File: src/rtl/mem_wb_pkg.sv
// Shared definitions for the MEM->WB pipeline stage: default widths, write-back
// control bit positions, payload layout and occupancy states.
package mem_wb_pkg;

  localparam int CTL_W_DEFAULT  = 2;
  localparam int DATA_W_DEFAULT = 32;
  localparam int RD_W_DEFAULT   = 5;

  localparam int CTL_REGWRITE = 1;
  localparam int CTL_MEMTOREG = 0;

  typedef struct packed {
    logic [CTL_W_DEFAULT-1:0]  ctlwb;
    logic [DATA_W_DEFAULT-1:0] rdata;
    logic [DATA_W_DEFAULT-1:0] alu_out;
    logic [RD_W_DEFAULT-1:0]   rd;
  } payload_t;

  typedef enum logic [1:0] {
    EMPTY = 2'd0,
    ONE   = 2'd1,
    TWO   = 2'd2
  } state_e;

endpackage

File: src/rtl/mem_wb_slot.sv
// One payload register with a load enable plus a valid bit; both are zeroed by
// the synchronous active-low reset.
module mem_wb_slot #(
  parameter int W = 8
) (
  input  logic         clk,
  input  logic         rst_n,
  input  logic         load,
  input  logic         valid_in,
  input  logic [W-1:0] din,
  output logic         valid,
  output logic [W-1:0] dout
);

  logic [W-1:0] data_d, data_q;
  logic         valid_d, valid_q;

  always_comb begin
    data_d  = data_q;
    valid_d = valid_in;
    if (load) data_d = din;
  end

  always_ff @(posedge clk) begin
    if (!rst_n) begin
      data_q  <= '0;
      valid_q <= 1'b0;
    end else begin
      data_q  <= data_d;
      valid_q <= valid_d;
    end
  end

  assign valid = valid_q;
  assign dout  = data_q;

endmodule

File: src/rtl/mem_wb_pipe.sv
// MEM->WB pipeline stage with valid/ready handshake, stall and flush.
// Define MEM_WB_SKID_EN for the two-entry skid build with a registered MEM_ready.
module mem_wb_pipe
  import mem_wb_pkg::*;
#(
  parameter int CTL_W  = CTL_W_DEFAULT,
  parameter int DATA_W = DATA_W_DEFAULT,
  parameter int RD_W   = RD_W_DEFAULT
) (
  input  logic              clk,
  input  logic              rst_n,
  input  logic              flush,
  input  logic              MEM_valid,
  output logic              MEM_ready,
  input  logic [CTL_W-1:0]  MEM_ctlwb,
  input  logic [DATA_W-1:0] MEM_rdata,
  input  logic [DATA_W-1:0] MEM_alu_out,
  input  logic [RD_W-1:0]   MEM_rd,
  output logic              WB_valid,
  input  logic              WB_ready,
  output logic [CTL_W-1:0]  WB_ctlwb,
  output logic [DATA_W-1:0] WB_rdata,
  output logic [DATA_W-1:0] WB_alu_out,
  output logic [RD_W-1:0]   WB_rd,
  output logic [DATA_W-1:0] WB_wdata
);

  localparam int PW = CTL_W + 2 * DATA_W + RD_W;

  // Handshake: an entry moves on a rising edge when valid && ready are both
  // high in the preceding cycle; flush overrides every transfer in that cycle.
  state_e          state_d, state_q;
  logic            mem_ready, accept, consume;
  logic            out_load, out_valid;
  logic [PW-1:0]   mem_payload, out_din, out_dout;
  logic [CTL_W-1:0] out_ctl;

  assign mem_payload = {MEM_ctlwb, MEM_rdata, MEM_alu_out, MEM_rd};
  assign accept      = MEM_valid && mem_ready;
  assign consume     = out_valid && WB_ready;

`ifdef MEM_WB_SKID_EN
  logic          skid_load, skid_valid;
  logic [PW-1:0] skid_dout;
  logic          mem_ready_d, mem_ready_q;

  mem_wb_slot #(.W(PW)) u_skid (
    .clk      (clk),
    .rst_n    (rst_n),
    .load     (skid_load),
    .valid_in (state_d == TWO),
    .din      (mem_payload),
    .valid    (skid_valid),
    .dout     (skid_dout)
  );

  // The output refills from the skid whenever the skid holds the older entry.
  assign out_din     = skid_valid ? skid_dout : mem_payload;
  assign mem_ready_d = (state_d != TWO);
  assign mem_ready   = mem_ready_q;

  always_ff @(posedge clk) begin
    if (!rst_n) mem_ready_q <= 1'b1;
    else        mem_ready_q <= mem_ready_d;
  end
`else
  assign out_din   = mem_payload;
  assign mem_ready = !out_valid || WB_ready;
`endif

  always_comb begin
    state_d  = state_q;
    out_load = 1'b0;
`ifdef MEM_WB_SKID_EN
    skid_load = 1'b0;
`endif
    if (flush) begin
      state_d = EMPTY;
    end else begin
      case (state_q)
        EMPTY: begin
          if (accept) begin
            state_d  = ONE;
            out_load = 1'b1;
          end
        end
        ONE: begin
          if (accept && consume) begin
            out_load = 1'b1;
`ifdef MEM_WB_SKID_EN
          end else if (accept) begin
            state_d   = TWO;
            skid_load = 1'b1;
`endif
          end else if (consume) begin
            state_d = EMPTY;
          end
        end
`ifdef MEM_WB_SKID_EN
        TWO: begin
          if (consume) begin
            state_d  = ONE;
            out_load = 1'b1;
          end
        end
`endif
        default: state_d = EMPTY;
      endcase
    end
  end

  always_ff @(posedge clk) begin
    if (!rst_n) state_q <= EMPTY;
    else        state_q <= state_d;
  end

  mem_wb_slot #(.W(PW)) u_out (
    .clk      (clk),
    .rst_n    (rst_n),
    .load     (out_load),
    .valid_in (state_d != EMPTY),
    .din      (out_din),
    .valid    (out_valid),
    .dout     (out_dout)
  );

  assign {out_ctl, WB_rdata, WB_alu_out, WB_rd} = out_dout;
  assign MEM_ready = mem_ready;
  assign WB_valid  = out_valid;
  // An empty stage presents zero control so the register file never writes.
  assign WB_ctlwb  = out_valid ? out_ctl : '0;
  assign WB_wdata  = WB_ctlwb[CTL_MEMTOREG] ? WB_rdata : WB_alu_out;

endmodule

File: config.mk
export PLATFORM = sky130hd
export DESIGN_NAME = mem_wb_pipe
export DESIGN_NICKNAME = d
export VERILOG_FILES = /design/src/rtl/mem_wb_pkg.sv /design/src/rtl/mem_wb_slot.sv /design/src/rtl/mem_wb_pipe.sv
export SDC_FILE = /design/constraint.sdc
export NUM_CORES = 1
export LEC_CHECK = 0
export ABC_AREA = 0
export CAP_MARGIN = 5
export CORE_MARGIN = 3
export CORE_UTILIZATION = 38
export CTS_CLUSTER_SIZE = 20
export DETAILED_ROUTE_END_ITERATION = 10
export GPL_ROUTABILITY_DRIVEN = 0
export PLACE_DENSITY = 0.72
export SLEW_MARGIN = 20
export SYNTH_ARGS = -nofsm -noshare
export SYNTH_HDL_FRONTEND = slang
export SYNTH_SLANG_ARGS = --single-unit
File: constraint.sdc
create_clock -name clk -period 1.49 [get_ports clk]
set_clock_uncertainty 0.1 [all_clocks]
set_input_delay 0.2235 -clock clk [delete_from_list [all_inputs] [get_ports clk]]
set_output_delay 0.2235 -clock clk [all_outputs]
set_load 0.1 [all_outputs]
==> impl_metrics.toml <==
[final_layout]
drive_gt1_share_pct = 34.8
fin_nets = 631
finish.utilization_pct = 72.8
diodes = 0
syn_to_final_growth_pct = 86.1
fin_area_um2 = 7140
layout_common_cells = "143 x nand2_1, 116 x buf_12, 74 x clkdlybuf4s50_1"
final_common_cell = "nand2_1"

[global_route]
grt_pass1_wl_mm = 16.8
grt_use_total_pct = 18.7
grt_max_degree = 51
top_usage_layer = "met2"
grtUsageMet1_pct = 20.4
grt_pass1_vias = 3254
antenna_found_initial = 0
use_met3_pct = 6.25
overflow = 0
grt_util_met2_pct = 33.1

[power]
peakVddDrop_mv = 0.508
p_per_area_nw_per_um2 = 801
p_leak_nw = 2.91
finalPower_mw = 5.73

[clock_network]
clock-root-buffer = "clkbuf_8"
cts_max_level = 3
cts_tree = "done"
clk_pin_slew_ns = 0.08
insertion_delay_ns = 0.34
clockBufferDepth = 2
cts_made_buffers = 9
cts.sink_count = 74
cts_hold_buf = 0

[placement]
pre_cts_ws_ns = -0.273
hpwl_mm = 7.81
port_buffers = 180
placed_area_um2 = 6560

[synth]
ys_ff_latch = 74
ys_types = 16
synth_area_leaders = "dfxtp_1 39%, mux2i_1 19%, nand2_1 14%, buf_4 14%, mux2_2 9.4%"
postSynthAreaPerCell_um2 = 8.97
syn_area_um2 = 3840
yosysTopAreaCell = "dfxtp_1"
netlist.area_leader.share_pct = 38.6
synth-seq-area-share_pct = 38.6
syn_nets = 504
yosysWarnings = 0
syn_inst = 428

[worst_setup_path]
crit_arrival_ns = 1.50
path_buf_inv = 2
critPathMaxFanout = 8
end_kind = "output pin"
crit_family = "flip-flops"
critPathLaunchType = "flop"
cp_common_cell = "buf_12"
critical_path.cell_chain = "nand2_8 -> buf_12 -> mux2_4 -> buf_12"
required_ns = 1.17
worst-setup-path-type = "reg2out"
crit_path_top_delay_cell = "dfxtp_4"
slowest_delay_ns = 0.37

[timing]
setup-violations-final = 63
fmaxAchievable_ghz = 0.549
fin_tns_setup_ns = -10.61
slew_viol_final = 0
min_period_ns = 1.82
rsz0062_at_grt = "true"
layout_setup_ws_ns = -0.330
hold_viol_final = 0
period_share_pct = 122

[floorplan]
row_count = 36
die_y_um = 107
start_util_pct = 39.1
coreArea_um2 = 9820
die_x_um = 107
die_area_um2 = 11300
io-pin-count = 181

[drt]
drtAntennaViolNets = 0
wl_mm = 10.9
drt_iter0_drc = 106
via_per_inst = 4.63
dr.pass1.iters = 4
vias = 3208
wl_per_cell_um = 15.7
drc_errors = 0

[flow_run]
drv_cap = 0

[outcome]
outcome = "finished, violations left"
violations = "negative setup slack"

[min_path]
hold_path_class = "in2reg"
## power by group
| group | total, mW | switching [mW] | internal [mW] |
|---|---|---|---|
| Sequential | 2.13 | 0.0897 | 2.04 |
| Combinational | 1.71 | 0.975 | 0.736 |
| Clock | 1.88 | 0.742 | 1.14 |
| Total | 5.73 | 1.81 | 3.92 |
## layout make-up
class | count | area, um^2
Timing Repair Buffer | 212 | 3400
Fill cell | 701 | 2680
Multi-Input combinational cell | 256 | 1830
Sequential cell | 74 | 1490
Clock buffer | 13 | 180
Tap cell | 133 | 166
Clock inverter | 3 | 67.6
Inverter | 2 | 11.3
## worst paths after layout
check / start / end / slack, ns / cells past startpoint
worst max-delay path: u_out.dout[69] / WB_wdata[23] / -0.33 / 4
worst min-delay path: rst_n / u_out.dout[54] / 0.29 / 4
worst max register to register: u_out.valid / u_out.dout[20] / -0.06 / 6
worst min register to register: u_out.dout[70] / u_out.dout[70] / 0.38 / 2
## flip-flops by register name, indices dropped and copies added, names as in the netlist
name / count
state_q: 2
u_out.valid: 1
u_out.dout: 71
## Yosys cell counts
library cell	count
o211ai_1	1
nor2_1	3
o2111a_1	1
a21oi_1	1
inv_1	2
mux2_2	32
nand2_1	144
mux2i_1	71
buf_4	70
buf_2	4
buf_6	8
dfxtp_1	74
and2_1	1
conb_1	1
nand2b_1	1
clkbuf_1	14
## repair_timing
item                                    in CTS  in global routing
setup buffers                                2                  8
gates cloned                                 4                  4
endpoints found under the setup margin      37                103
resized for setup                            4                 16
pin swaps                                    1                  1
## worst reg2reg max path: cells and delay by family, from the launching register on
kind / cells / cell delay, ns
flops: 1 / 0.37
mux: 1 / 0.22
compound gates: 1 / 0.30
simple gates: 1 / 0.07
buf+inv: 3 / 0.41
## routing by layer
metal,part of all wire [%],vias up
met5,0,-
met4,2.8,0
met3,7.8,23
met2,52,122
met1,37,1495
li1,-,1568
## per-stage QoR
stage | hold WS [ns] | instances
2_1_floorplan | 0.266 | 428
3_3_place_gp | 0.341 | 659
3_5_place_dp | 0.365 | 659
4_1_cts | 0.272 | 681
5_1_grt | 0.289 | 693
6_report | 0.289 | 693
## cell families after synthesis
logic type,count (synthesis),synth area share [%]
and+or+nand+nor,149,14.7
muxes,103,27.9
buffers and inverters,98,18.1
DFF,74,38.6
AOI/OAI and AO/OA,3,0.619
other,1,0.0977
No activity file was read; power rests on OpenSTA's default activity.
==> patch 1: new RTL, same flow settings <==
Change the package constant `DATA_W_DEFAULT` from 32 to 64.
--- a/src/rtl/mem_wb_pkg.sv
+++ b/src/rtl/mem_wb_pkg.sv
@@ -5,3 +5,3 @@
   localparam int CTL_W_DEFAULT  = 2;
-  localparam int DATA_W_DEFAULT = 32;
+  localparam int DATA_W_DEFAULT = 64;
   localparam int RD_W_DEFAULT   = 5;
Ports: changed (5 resized); port bits go from 181 to 341. The function was not compared with the original's and may differ.
==> patch 1 against the original RTL <==
- highest routed layer unchanged
- the flow still finishes with violations (setup timing)
- non-clock buffer count is 194 higher
- routed wire length is 120% higher
- worst hold slack worse by 0.13 ns
- sequential share of layout area is 0.62 points lower
- total power is 100% higher
- first-iteration DRC count is 150% higher
- worst setup slack worse by 0.11 ns
- synthesized area is 88% higher
- count of clock-buffer cells in the layout is 6 higher
- maximum frequency is 5.6% lower
- sequential cell count is 64 higher
- final area is 92% higher
- core utilization is 2.2 points higher
==> patch 1: results (changes against the original RTL) <==
<table>
<tr><th>Metric</th><th>Value</th></tr>
<tr><th colspan="2">Global routing</th></tr>
<tr><td>Wire length of the first global-routing pass</td><td>35.3 mm (+110%)</td></tr>
<tr><td>Number of global-route vias before repair</td><td>6,216 (+91%)</td></tr>
<tr><td>Number of antenna violations at the first check in global routing</td><td>1 (+1)</td></tr>
<tr><td>Pin count of the biggest net entering global routing</td><td>48 (-5.9%)</td></tr>
<tr><th colspan="2">Placed design</th></tr>
<tr><td>Placed Instance Area</td><td>12,400 um2 (+89%)</td></tr>
<tr><td>Detailed placer's ending HPWL</td><td>17.8 mm (+130%)</td></tr>
<tr><td>Buffers added on ports</td><td>340 (+89%)</td></tr>
<tr><th colspan="2">Outcome</th></tr>
<tr><td>Result of the run</td><td>complete, but fails checks</td></tr>
<tr><td>Failing checks</td><td>setup timing</td></tr>
<tr><th colspan="2">STA</th></tr>
<tr><td>Setup TNS</td><td>-54.38 ns (-43.77 ns)</td></tr>
<tr><td>Setup Viol. Count Final</td><td>203 (+220%)</td></tr>
<tr><td>Worst path setup slack after routing</td><td>-0.438 ns (-0.108 ns)</td></tr>
<tr><th colspan="2">Layout</th></tr>
<tr><td>Total number of nets in the final design</td><td>1,186 (+88%)</td></tr>
<tr><td>Layout cells sized above 1</td><td>35.5% (+0.72 points)</td></tr>
<tr><td>Multi-input logic area</td><td>3460 um2 (+89%)</td></tr>
<tr><td>Max FFs per register</td><td>135 (+90%)</td></tr>
<tr><th colspan="2">Critical path</th></tr>
<tr><td>Worst Path Arrival</td><td>1.60 ns (+0.10 ns)</td></tr>
<tr><th colspan="2">Clock network</th></tr>
<tr><td>Source-to-sink clock delay at the later pin of the worst-skew pair</td><td>0.40 ns (+0.06 ns)</td></tr>
<tr><td>CTS root buffer</td><td>clkbuf_16</td></tr>
<tr><td>H-tree Lvls</td><td>4 (+1)</td></tr>
<tr><td>Number of buffers inserted during clock tree synthesis</td><td>17 (+8)</td></tr>
<tr><td>Post-CTS clock slew at the launch and capture registers of the worst setup and hold paths</td><td>0.06 ns (-0.02 ns)</td></tr>
<tr><th colspan="2">Yosys</th></tr>
<tr><td>Synthesized net count</td><td>945 (+88%)</td></tr>
<tr><td>Sequential area share after synthesis</td><td>38.4% (-0.23 points)</td></tr>
<tr><td>Commonest cells in the synthesized netlist</td><td>nand2_1 (272), buf_4 (141), dfxtp_1 (138)</td></tr>
<tr><td>Count of cell types in the netlist</td><td>17 (+1)</td></tr>
<tr><th colspan="2">Power</th></tr>
<tr><td>Cell leakage power</td><td>5.62 nW (+93%)</td></tr>
<tr><td>Maximum vdd drop</td><td>0.927 mV (+83%)</td></tr>
<tr><th colspan="2">Drt</th></tr>
<tr><td>Average wire per cell in the routed design</td><td>18.5 um (+17%)</td></tr>
<tr><td>Detailed-routing iteration count for the pre-antenna-repair pass</td><td>5 (+1)</td></tr>
<tr><td>Violation count after the first detailed-route iteration</td><td>261 (+150%)</td></tr>
</table>
patch 1: power breakdown:
group	leakage, nW	switching (W)	internal (W)
clock network	0.298	0.00163	0.00271
logic	4.20	0.00190	0.00144
registers	1.12	0.000181	0.00382
patch 1: final timing paths:
kind / to / cells after the start / from / slack, ns
max: WB_wdata[3] / 4 / u_out.valid$_SDFF_PN0_ / -0.44
min: u_out.dout[24]$_SDFFE_PN0P_ / 3 / rst_n / 0.16
max reg2reg: u_out.dout[40]$_SDFFE_PN0P_ / 8 / u_out.valid$_SDFF_PN0_ / -0.30
min reg2reg: u_out.dout[134]$_SDFFE_PN0P_ / 2 / u_out.dout[134]$_SDFFE_PN0P_ / 0.36
patch 1: worst max-delay path, cell delays in order, from the launching register on:
cell	delay, ns
dfxtp_4	0.40
nand2_8	0.11
clkbuf_16	0.20
mux2_4	0.32
buf_12	0.17
patch 1: cells by family after synthesis:
kind of cell | synth area share, %
other cells | 0.0521
buf+inv | 18.0
mux | 28.8
flops | 38.4
compound gates | 0.330
simple gates | 14.5
patch 1: timing repair:
action	in CTS	in global routing
resized for setup	19	41
cloned	9	3
setup endpoints to repair	197	203
pin swaps	0	1
buffers inserted	11	11
endpoints found under the hold margin	0	0
patch 1: final cells by class:
cell class / instances / share of cell area, %
Inverter: 2 / 0.0822
Tap cell: 229 / 2.09
Clock buffer: 19 / 3.31
Antenna cell: 1 / 0.0183
Clock inverter: 12 / 1.09
Sequential cell: 138 / 20.2
Multi-Input combinational cell: 481 / 25.2
Timing Repair Buffer: 406 / 47.9
patch 1: metrics by stage:
| stage | hold slack [ns] | power, W | std cells |
|---|---|---|---|
| final | 0.159 | 0.0117 | 1288 |
| after global placement | 0.345 | 0.00723 | 1229 |
| after CTS | 0.142 | 0.0117 | 1280 |
| after floorplan | 0.266 | 0.00602 | 805 |
| after global routing | 0.168 | 0.0121 | 1288 |
| after detailed placement | 0.353 | 0.00728 | 1229 |
patch 1: layer usage:
metal	vias up	wire, um	GRT usage [%]	share of wire, %
met4	0	644	7.68	2.7
li1	2956	-	-	-
met5	-	0	0	0
met3	37	1690	6.69	7.1
met1	2864	8790	24.5	37
met2	227	12700	40.3	53
==> patch 2: new RTL, config.mk and constraints unchanged <==
Without the edit above. Re-encode `state_e` (3 states) as one-hot, 3 bits wide.
--- a/src/rtl/mem_wb_pkg.sv
+++ b/src/rtl/mem_wb_pkg.sv
@@ -18,6 +18,6 @@
 
-  typedef enum logic [1:0] {
-    EMPTY = 2'd0,
-    ONE   = 2'd1,
-    TWO   = 2'd2
+  typedef enum logic [2:0] {
+    EMPTY = 3'b001,
+    ONE   = 3'b010,
+    TWO   = 3'b100
   } state_e;
Formal check against the unedited RTL: same outputs for any inputs over 10 cycles, from zero or initial values and one cycle with rst_n low; not proved beyond that.
==> patch 2 against the original RTL <==
- the run still ends with setup timing left
- non-clock buffer count rose by 9
- final area grew 3.0%
- routed wire length is 5.0% higher
- register-to-register slack got worse by 0.19 ns
- via count up 2.2%
- total power grew 4.3%
- first-iteration DRC count down 24%
- synthesized area grew 3.5%
- worst setup slack improved by 0.012 ns
- largest cell class unchanged
- critical path type unchanged
- critical endpoint is now WB_wdata[25]
- sequential cell count up 1
==> patch 2: results (changes against the original RTL) <==
<table>
<tr><th>Metric</th><th>Value</th></tr>
<tr><th colspan="2">Critical path</th></tr>
<tr><td>CP max FO</td><td>9 (+1)</td></tr>
<tr><td>Crit Path Category</td><td>reg2out</td></tr>
<tr><td>Register-to-Register Path Depth</td><td>8 (+2)</td></tr>
<tr><td>FF-to-FF setup slack</td><td>-0.25 ns (-0.19 ns)</td></tr>
<tr><td>Worst Path Arrival</td><td>1.48 ns (-0.02 ns)</td></tr>
<tr><td>Setup crit end</td><td>WB_wdata[25]</td></tr>
<tr><th colspan="2">Global routing</th></tr>
<tr><td>Overall track demand over capacity in global routing</td><td>19.7% (+0.94 points)</td></tr>
<tr><td>Wire length of the first global-routing pass</td><td>17.9 mm (+6.1%)</td></tr>
<tr><td>Pin count of the biggest net entering global routing</td><td>60 (+18%)</td></tr>
<tr><td>Number of global-route vias before repair</td><td>3,415 (+4.9%)</td></tr>
<tr><td>Number of antenna violations at the first check in global routing</td><td>0 (unchanged)</td></tr>
<tr><th colspan="2">Placed design</th></tr>
<tr><td>Detailed placer's ending HPWL</td><td>7.85 mm (+0.43%)</td></tr>
<tr><td>Post-Place Setup Slack</td><td>-0.449 ns (-0.176 ns)</td></tr>
<tr><th colspan="2">Yosys</th></tr>
<tr><td>Commonest cells in the synthesized netlist</td><td>nand2_1 (146), dfxtp_1 (75), mux2i_1 (73)</td></tr>
<tr><td>Synthesized net count</td><td>509 (+0.99%)</td></tr>
<tr><td>Largest cells by area after synthesis</td><td>dfxtp_1 (38%), mux2i_1 (18%), nand2_1 (14%)</td></tr>
<tr><td>Sequential area share after synthesis</td><td>37.8% (-0.78 points)</td></tr>
<tr><td>Count of cell types in the netlist</td><td>17 (+1)</td></tr>
<tr><th colspan="2">Outcome</th></tr>
<tr><td>Failing checks</td><td>setup timing</td></tr>
<tr><td>Result of the run</td><td>complete, but fails checks</td></tr>
<tr><th colspan="2">STA</th></tr>
<tr><td>Worst path setup slack after routing</td><td>-0.318 ns (+0.0124 ns)</td></tr>
<tr><td>Setup Viol. Count Final</td><td>107 (+70%)</td></tr>
<tr><td>Setup TNS</td><td>-20.16 ns (-9.55 ns)</td></tr>
<tr><th colspan="2">Drt</th></tr>
<tr><td>Overall via count from detail_route</td><td>3,280 (+2.2%)</td></tr>
<tr><td>Violation count after the first detailed-route iteration</td><td>81 (-24%)</td></tr>
<tr><td>Average wire per cell in the routed design</td><td>16.2 um (+3.0%)</td></tr>
<tr><th colspan="2">Layout</th></tr>
<tr><td>Layout cells sized above 1</td><td>35.5% (+0.72 points)</td></tr>
<tr><td>Total number of nets in the final design</td><td>645 (+2.2%)</td></tr>
<tr><th colspan="2">Power</th></tr>
<tr><td>Maximum vdd drop</td><td>0.548 mV (+7.9%)</td></tr>
<tr><td>Net switching component of the power</td><td>0.00183 W (+1.1%)</td></tr>
</table>
## patch 2: cell count changes after synthesis, moves of 2 or more
cell	delta
buf_12	+8
buf_6	-8
and4_1	+2
mux2i_1	+2
nand2_1	+2
nor2_1	-2
## patch 2: tightest hold or removal path, stage by stage
cell     delay (ns)
buf_4          0.17
nand2_1        0.07
mux2i_1        0.05
## patch 2: metal layers
layer	share of wire, %	global-route usage (%)	wire (um)	vias to the layer above
met5	0	0	0	-
met4	2.4	6.94	270	0
met3	7.6	6.21	867	20
met2	50	34.5	5760	117
met1	40	22.5	4550	1537
li1	-	-	-	1606
## patch 2: through the flow
stage                     instance area (um2)  cells  total power [W]  hold WS, ns
after floorplan                          4150    433          0.00325        0.266
final                                    7360    707          0.00597        0.134
after detailed placement                 6580    665          0.00385        0.352
after global routing                     7360    707          0.00617        0.131
after global placement                   6580    665          0.00382        0.342
after CTS                                7370    707          0.00604        0.112
## patch 2: repair_timing
item	CTS	global route
setup endpoints to repair	94	107
pin swaps	2	0
setup buffers	15	6
cloned	11	1
resized for setup	29	14
hold endpoints to repair	0	0
## patch 2: area by class of cell
type / count / area, um2
multi-input cells: 260 / 1880
repair buffers: 221 / 3520
clock buffers: 13 / 180
fillers: 666 / 2600
inverters: 2 / 11.3
clock inverters: 3 / 90.1
flip-flops and latches: 75 / 1510
well taps: 133 / 166
## patch 2: cell families after synthesis
| kind of cell | after synthesis | share of synthesized area (%) |
|---|---|---|
| buffers and inverters | 98 | 19.2 |
| and+or+nand+nor | 153 | 15.2 |
| muxes | 105 | 27.5 |
| DFF | 75 | 37.8 |
| other | 1 | 0.0944 |
| AOI/OAI and AO/OA | 1 | 0.221 |
## patch 2: power groups by stage
stage / logic (W) / clock network (W) / registers [W]
floorplan: 0.00109 / 0 / 0.00216
detailed placement: 0.00164 / 0 / 0.00221
CTS: 0.00176 / 0.00212 / 0.00216
global route: 0.00181 / 0.00219 / 0.00217
finish: 0.00175 / 0.00206 / 0.00216
global placement: 0.00162 / 0 / 0.00221
## patch 2: how the worst min path moves through the flow
stage	startpoint	endpoint	depth (start not counted)
after floorplan	MEM_ctlwb[1]	u_out.dout[70]$_SDFFE_PN0P_	2
after global placement	u_out.dout[70]$_SDFFE_PN0P_	u_out.dout[70]$_SDFFE_PN0P_	2
after detailed placement	u_out.dout[70]$_SDFFE_PN0P_	u_out.dout[70]$_SDFFE_PN0P_	2
after CTS	rst_n	u_out.dout[40]$_SDFFE_PN0P_	3
after global routing	rst_n	u_out.dout[8]$_SDFFE_PN0P_	3
final	rst_n	u_out.dout[40]$_SDFFE_PN0P_	3
